## config.mk

```make
export PLATFORM = sky130hd
export DESIGN_NAME = count_display_seg7
export DESIGN_NICKNAME = d
export VERILOG_FILES = /design/src/rtl/seg7_pkg.sv /design/src/rtl/bin2bcd_seq.sv /design/src/rtl/count_display_seg7.sv
export SDC_FILE = /design/constraint.sdc
export NUM_CORES = 1
export LEC_CHECK = 0
export CORE_UTILIZATION = 50
export DETAILED_ROUTE_END_ITERATION = 8
export PLACE_DENSITY = 0.7
export SLEW_MARGIN = 20
export SYNTH_ARGS = -nofsm -noshare
export SYNTH_HDL_FRONTEND = slang
export SYNTH_SLANG_ARGS = --single-unit
```

## constraint.sdc

```tcl
create_clock -name clk -period 2.3 [get_ports clk]
set_input_delay 0.345 -clock clk [delete_from_list [all_inputs] [get_ports clk]]
set_output_delay 0.345 -clock clk [all_outputs]
set_load 0.05 [all_outputs]
```

## src/rtl/seg7_pkg.sv

```systemverilog
// Shared types and constants for the counter display slice:
// converter state encoding and active-low 7-segment digit codes.
package seg7_pkg;

  typedef enum logic [1:0] {
    ST_IDLE  = 2'd0,
    ST_SHIFT = 2'd1,
    ST_DONE  = 2'd2
  } bcd_state_e;

  // seg[6:0] = {g,f,e,d,c,b,a}, active-low
  localparam logic [6:0] SEG_0     = 7'b1000000;
  localparam logic [6:0] SEG_1     = 7'b1111001;
  localparam logic [6:0] SEG_2     = 7'b0100100;
  localparam logic [6:0] SEG_3     = 7'b0110000;
  localparam logic [6:0] SEG_4     = 7'b0011001;
  localparam logic [6:0] SEG_5     = 7'b0010010;
  localparam logic [6:0] SEG_6     = 7'b0000010;
  localparam logic [6:0] SEG_7     = 7'b1111000;
  localparam logic [6:0] SEG_8     = 7'b0000000;
  localparam logic [6:0] SEG_9     = 7'b0010000;
  localparam logic [6:0] SEG_BLANK = 7'b1111111;

  function automatic logic [6:0] seg_decode(input logic [3:0] d);
    logic [6:0] s;
    case (d)
      4'd0:    s = SEG_0;
      4'd1:    s = SEG_1;
      4'd2:    s = SEG_2;
      4'd3:    s = SEG_3;
      4'd4:    s = SEG_4;
      4'd5:    s = SEG_5;
      4'd6:    s = SEG_6;
      4'd7:    s = SEG_7;
      4'd8:    s = SEG_8;
      4'd9:    s = SEG_9;
      default: s = SEG_BLANK;
    endcase
    return s;
  endfunction

  function automatic logic [3:0] add3(input logic [3:0] n);
    return (n >= 4'd5) ? n + 4'd3 : n;
  endfunction

endpackage

```

## src/rtl/bin2bcd_seq.sv

```systemverilog
// Sequential double-dabble: 8-bit binary to 12-bit BCD in 8 shifts,
// result register loaded and done pulsed on the final state.
module bin2bcd_seq
  import seg7_pkg::*;
(
  input  logic        clk,
  input  logic        reset,
  input  logic        in_valid,
  input  logic [7:0]  in_data,
  output logic        in_ready,
  output logic [11:0] bcd,
  output logic        done
);

  bcd_state_e  state_q, state_d;
  logic [7:0]  bin_q, bin_d;
  logic [11:0] acc_q, acc_d;
  logic [2:0]  cnt_q, cnt_d;
  logic [11:0] bcd_q, bcd_d;
  logic        done_q, done_d;
  logic [11:0] adj;

  assign adj = {add3(acc_q[11:8]),
                add3(acc_q[7:4]),
                add3(acc_q[3:0])};

  always_comb begin
    state_d = state_q;
    bin_d   = bin_q;
    acc_d   = acc_q;
    cnt_d   = cnt_q;
    bcd_d   = bcd_q;
    done_d  = 1'b0;
    unique case (state_q)
      ST_IDLE: begin
        if (in_valid) begin
          bin_d   = in_data;
          acc_d   = '0;
          cnt_d   = '0;
          state_d = ST_SHIFT;
        end
      end
      ST_SHIFT: begin
        {acc_d, bin_d} = {adj, bin_q} << 1;
        cnt_d = cnt_q + 3'd1;
        if (cnt_q == 3'd7) state_d = ST_DONE;
      end
      ST_DONE: begin
        bcd_d   = acc_q;
        done_d  = 1'b1;
        state_d = ST_IDLE;
      end
      default: state_d = ST_IDLE;
    endcase
  end

  always_ff @(posedge clk or posedge reset) begin
    if (reset) begin
      state_q <= ST_IDLE;
      bin_q   <= '0;
      acc_q   <= '0;
      cnt_q   <= '0;
      bcd_q   <= '0;
      done_q  <= 1'b0;
    end else begin
      state_q <= state_d;
      bin_q   <= bin_d;
      acc_q   <= acc_d;
      cnt_q   <= cnt_d;
      bcd_q   <= bcd_d;
      done_q  <= done_d;
    end
  end

  assign in_ready = (state_q == ST_IDLE);
  assign bcd      = bcd_q;
  assign done     = done_q;

endmodule

```

## src/rtl/count_display_seg7.sv

```systemverilog
// Counter value to 3-digit multiplexed 7-segment display with
// optional leading-zero blanking.
module count_display_seg7
  import seg7_pkg::*;
#(
  parameter int unsigned REFRESH_DIV   = 50000,
  parameter bit          BLANK_LEADING = 1'b1
) (
  input  logic       clk,
  input  logic       reset,
  input  logic [7:0] value_in,
  input  logic       value_valid,
  output logic       value_ready,
  output logic       conv_done,
  output logic [6:0] seg,
  output logic [3:0] an
);

  localparam logic [15:0] REF_MAX = 16'(REFRESH_DIV - 1);

  logic [11:0] disp;
  logic [15:0] refresh_q, refresh_d;
  logic [1:0]  digit_q, digit_d;
  logic [3:0]  nib;
  logic        blank;

  bin2bcd_seq u_bcd (
    .clk      (clk),
    .reset    (reset),
    .in_valid (value_valid),
    .in_data  (value_in),
    .in_ready (value_ready),
    .bcd      (disp),
    .done     (conv_done)
  );

  always_comb begin
    refresh_d = refresh_q + 16'd1;
    digit_d   = digit_q;
    if (refresh_q == REF_MAX) begin
      refresh_d = '0;
      digit_d   = (digit_q == 2'd2) ? 2'd0 : digit_q + 2'd1;
    end
  end

  always_ff @(posedge clk or posedge reset) begin
    if (reset) begin
      refresh_q <= '0;
      digit_q   <= '0;
    end else begin
      refresh_q <= refresh_d;
      digit_q   <= digit_d;
    end
  end

  always_comb begin
    nib   = disp[11:8];
    blank = 1'b0;
    an    = 4'b1111;
    an[digit_q] = 1'b0;
    case (digit_q)
      2'd0:    nib = disp[3:0];
      2'd1:    nib = disp[7:4];
      default: nib = disp[11:8];
    endcase
    // tens only blanks when hundreds is blank too
    if (BLANK_LEADING) begin
      if (digit_q == 2'd2)
        blank = (disp[11:8] == 4'd0);
      else if (digit_q == 2'd1)
        blank = (disp[11:4] == 8'd0);
    end
    seg = blank ? SEG_BLANK : seg_decode(nib);
  end

endmodule
```

==> flow_summary.json <==
{
  "layout-drive-gt1-share": 0.1988,
  "via_per_inst": 5.591,
  "fmax_ghz": 0.4390,
  "die_w_um": 77.82,
  "ys_types": 37,
  "cts_sinks": 56,
  "drtIter0Drc": 111,
  "syn_avg_cell_area_um2": 9.776,
  "finalHoldViolCount": 0,
  "clk_latency_ns": 0.31,
  "finalCritPeriodShare": 0.9904,
  "cp_max_fo": 7,
  "final_net_count": 349,
  "p_comb_frac": 0.485,
  "p_seq_frac": 0.355,
  "cp.required_ns": 1.96,
  "max_stage_delay_ns": 0.43,
  "crit_buf_inv": 2,
  "postLayoutCoreUtil": 0.6503,
  "grt_start_max_net_pins": 35,
  "post-route-min-period_ns": 2.278,
  "routed_wl_mm": 5.577,
  "endpoint_kind": "output pin",
  "dr.pass1.iters": 4,
  "cellPowerDensity_nw_per_um2": 1133,
  "syn2layout_area_growth_pct": 24.60,
  "worst_slack_ns": 0.02200,
  "grt_overflow": 0,
  "multi_input_area_um2": 1516,
  "numCtsBuffers": 5,
  "io_pins": 24,
  "h-tree-depth": 2,
  "routabilityCongestion": 0.7921,
  "clock-root-buffer": "clkbuf_8",
  "setup_violations": 0,
  "grt_usage": 0.2025,
  "fin_tns_setup_ns": 0,
  "internal_power_mw": 2.457,
  "routedWlPerCell_um": 13.98,
  "p_switching_mw": 1.600,
  "regToRegStartpoint": "refresh_q[7]$_DFF_PP0_",
  "cp.arrival_ns": 1.93,
  "clkPwrFrac": 0.160,
  "status": "finished clean",
  "synth_seq_cells": 56,
  "critPathKind": "flop to output pin",
  "leakagePower_nw": 1.559,
  "grt_pass1_vias": 2146,
  "syn_inst": 294,
  "die_area_um2": 6055,
  "yosys_warnings": 0,
  "grt_pass1_wl_mm": 9.694,
  "hold_ws_ns": 0.3663,
  "crit_slowest_cell": "dfrtp_1",
  "dr_total_vias": 2231,
  "dp_slack_ns": 0.2113,
  "fill_cells": 447,
  "clockBufferDepth": 2,
  "ir_drop_mv": 0.7646,
  "maxCapViolations": 0,
  "yosysSeqAreaShare": 0.4876,
  "worst_pin_slew_ns": 0.6829,
  "crit_start": "digit_q[0]$_DFFE_PP0N_",
  "rsz0062_at_grt": "true",
  "dp_hpwl_mm": 3.936,
  "cts_tree": "done",
  "drv_slew": 0,
  "min_path_type": "primary input to async pin",
  "ff_latch_area_um2": 1403,
  "crit_family": "flip-flops",
  "skew_ns": 0.01253,
  "antenna_left": 0,
  "startpoint_type": "flop",
  "netlist_area_um2": 2874,
  "die_h_um": 77.82,
  "p_sw_frac": 0.3943,
  "finalPower_mw": 4.056,
  "antenna_found_initial": 0,
  "placementRows": 27,
  "start_util": 0.5219,
  "synth_nets": 317,
  "diodes": 0,
  "drc": 0,
  "cp_cell_sequence": "mux2i_1 -> o21ai_1 -> buf_4 -> ha_4 -> and2_4 -> o21ai_4 -> buf_12",
  "core_area_um2": 5507,
  "cts.clk_slew.worst_paths_ns": 0.10,
  "io_buffers": 23,
  "slew_headroom": 0.5438
}
## per-stage QoR
step / instances / area [um2]
floorplan: 294 / 2893
global placement: 388 / 3303
detailed placement: 388 / 3303
CTS: 399 / 3496
global route: 399 / 3581
finish: 399 / 3581
## cell usage in the layout (no fill, tap or decap), drive strengths merged, types with 2 or more instances in the layout
master,count
and3,3
nand3,8
nor4,2
nand2,39
or4,2
ha,12
nor2,11
a22o,6
and2,2
clkinv,2
nor3,6
buf,21
clkdlybuf4s50,13
clkbuf,5
o21ai,37
nor3b,5
nand2b,8
xor2,8
xnor2,7
dfrtp,56
a211oi,2
dlygate4sd2,2
mux2i,10
nor2b,4
o31ai,2
o21a,2
mux2,7
inv,13
nand4,8
a22oi,3
a21oi,14
## worst paths after layout
check,endpoint,slack [ns],depth (start not counted)
max,seg[1],0.02,7
min,u_bcd.bin_q[4]$_DFFE_PP0P_,0.37,2
max reg2reg,digit_q[0]$_DFFE_PP0N_,0.35,4
min reg2reg,refresh_q[0]$_DFF_PP0_,0.49,1
max in group asynchronous,digit_q[1]$_DFFE_PP0N_,1.36,3
min in group clk,refresh_q[0]$_DFF_PP0_,0.49,1
## metal layers
metal	track usage	wire [um]	vias to the layer above
met2	0.3221	2639	43
met5	0	0	-
met3	0.04706	199	11
met4	0.06415	95	0
met1	0.2734	2642	1078
li1	-	-	1099
## area by class of cell
class / instances / share of cell area
clock buffer: 5 / 0.01922
clock inverter: 3 / 0.01328
inverter: 13 / 0.01433
tap: 72 / 0.02516
multi-input combinational: 213 / 0.4235
timing repair buffer: 37 / 0.1129
sequential: 56 / 0.3917
## sequential cells by signal, indices dropped and copies added (netlist names)
| signal | cells |
|---|---|
| u_bcd.acc_q | 12 |
| u_bcd.state_q | 2 |
| u_bcd.bin_q | 8 |
| u_bcd.bcd | 12 |
| u_bcd.done | 1 |
| digit_q | 2 |
| refresh_q | 16 |
| u_bcd.cnt_q | 3 |
## power by group through the flow
stage               Sequential [mW]  Clock, mW  Combinational [mW]
floorplan                      1.39          0                1.25
global placement               1.44          0                1.74
detailed placement             1.45          0                1.80
CTS                            1.43      0.666                1.90
global route                   1.48      0.707                2.16
finish                         1.44      0.649                1.97
## what timing repair did
item / in CTS / in global routing
hold buffers: 0 / 0
gates cloned: 0 / 0
pin swaps: 3 / 15
gates resized for setup: 15 / 23
setup endpoints to repair: 6 / 8
setup buffers: 3 / 0
## cells in the mapped netlist, drive strengths merged
library cell | count | area, um2
dfrtp | 56 | 1401
nand2 | 39 | 146.4
o21ai | 37 | 188.9
a21oi | 14 | 70.07
inv | 13 | 48.80
ha | 12 | 150.1
nor2 | 11 | 41.29
clkbuf | 10 | 37.54
mux2i | 10 | 100.1
nand2b | 8 | 50.05
nand3 | 8 | 40.04
nand4 | 8 | 50.05
xor2 | 8 | 70.07
mux2 | 7 | 78.83
xnor2 | 7 | 61.31
a22o | 6 | 52.55
nor3 | 6 | 30.03
nor3b | 5 | 37.54
nor2b | 4 | 25.02
a22oi | 3 | 22.52
and3 | 3 | 18.77
a211oi | 2 | 15.01
and2 | 2 | 12.51
buf | 2 | 12.51
nor4 | 2 | 18.77
o21a | 2 | 15.01
o31ai | 2 | 15.01
or4 | 2 | 15.01
and4 | 1 | 8.760
nand4bb | 1 | 11.26
o21bai | 1 | 7.510
or4b | 1 | 10.01
or4bb | 1 | 11.26
## logic make-up (layout without fill, tap and decap cells)
kind of cell,after synthesis,in the layout,synth area share
muxes,17,17,0.06226
xor gates and xnor gates,15,15,0.04571
buffers and inverters,25,58,0.03439
DFF,56,56,0.4876
adders and majority gates,12,12,0.05224
AOI/OAI and AO/OA,67,67,0.1345
and+or+nand+nor,102,102,0.1833
No activity file was read; power rests on OpenSTA's default activity.
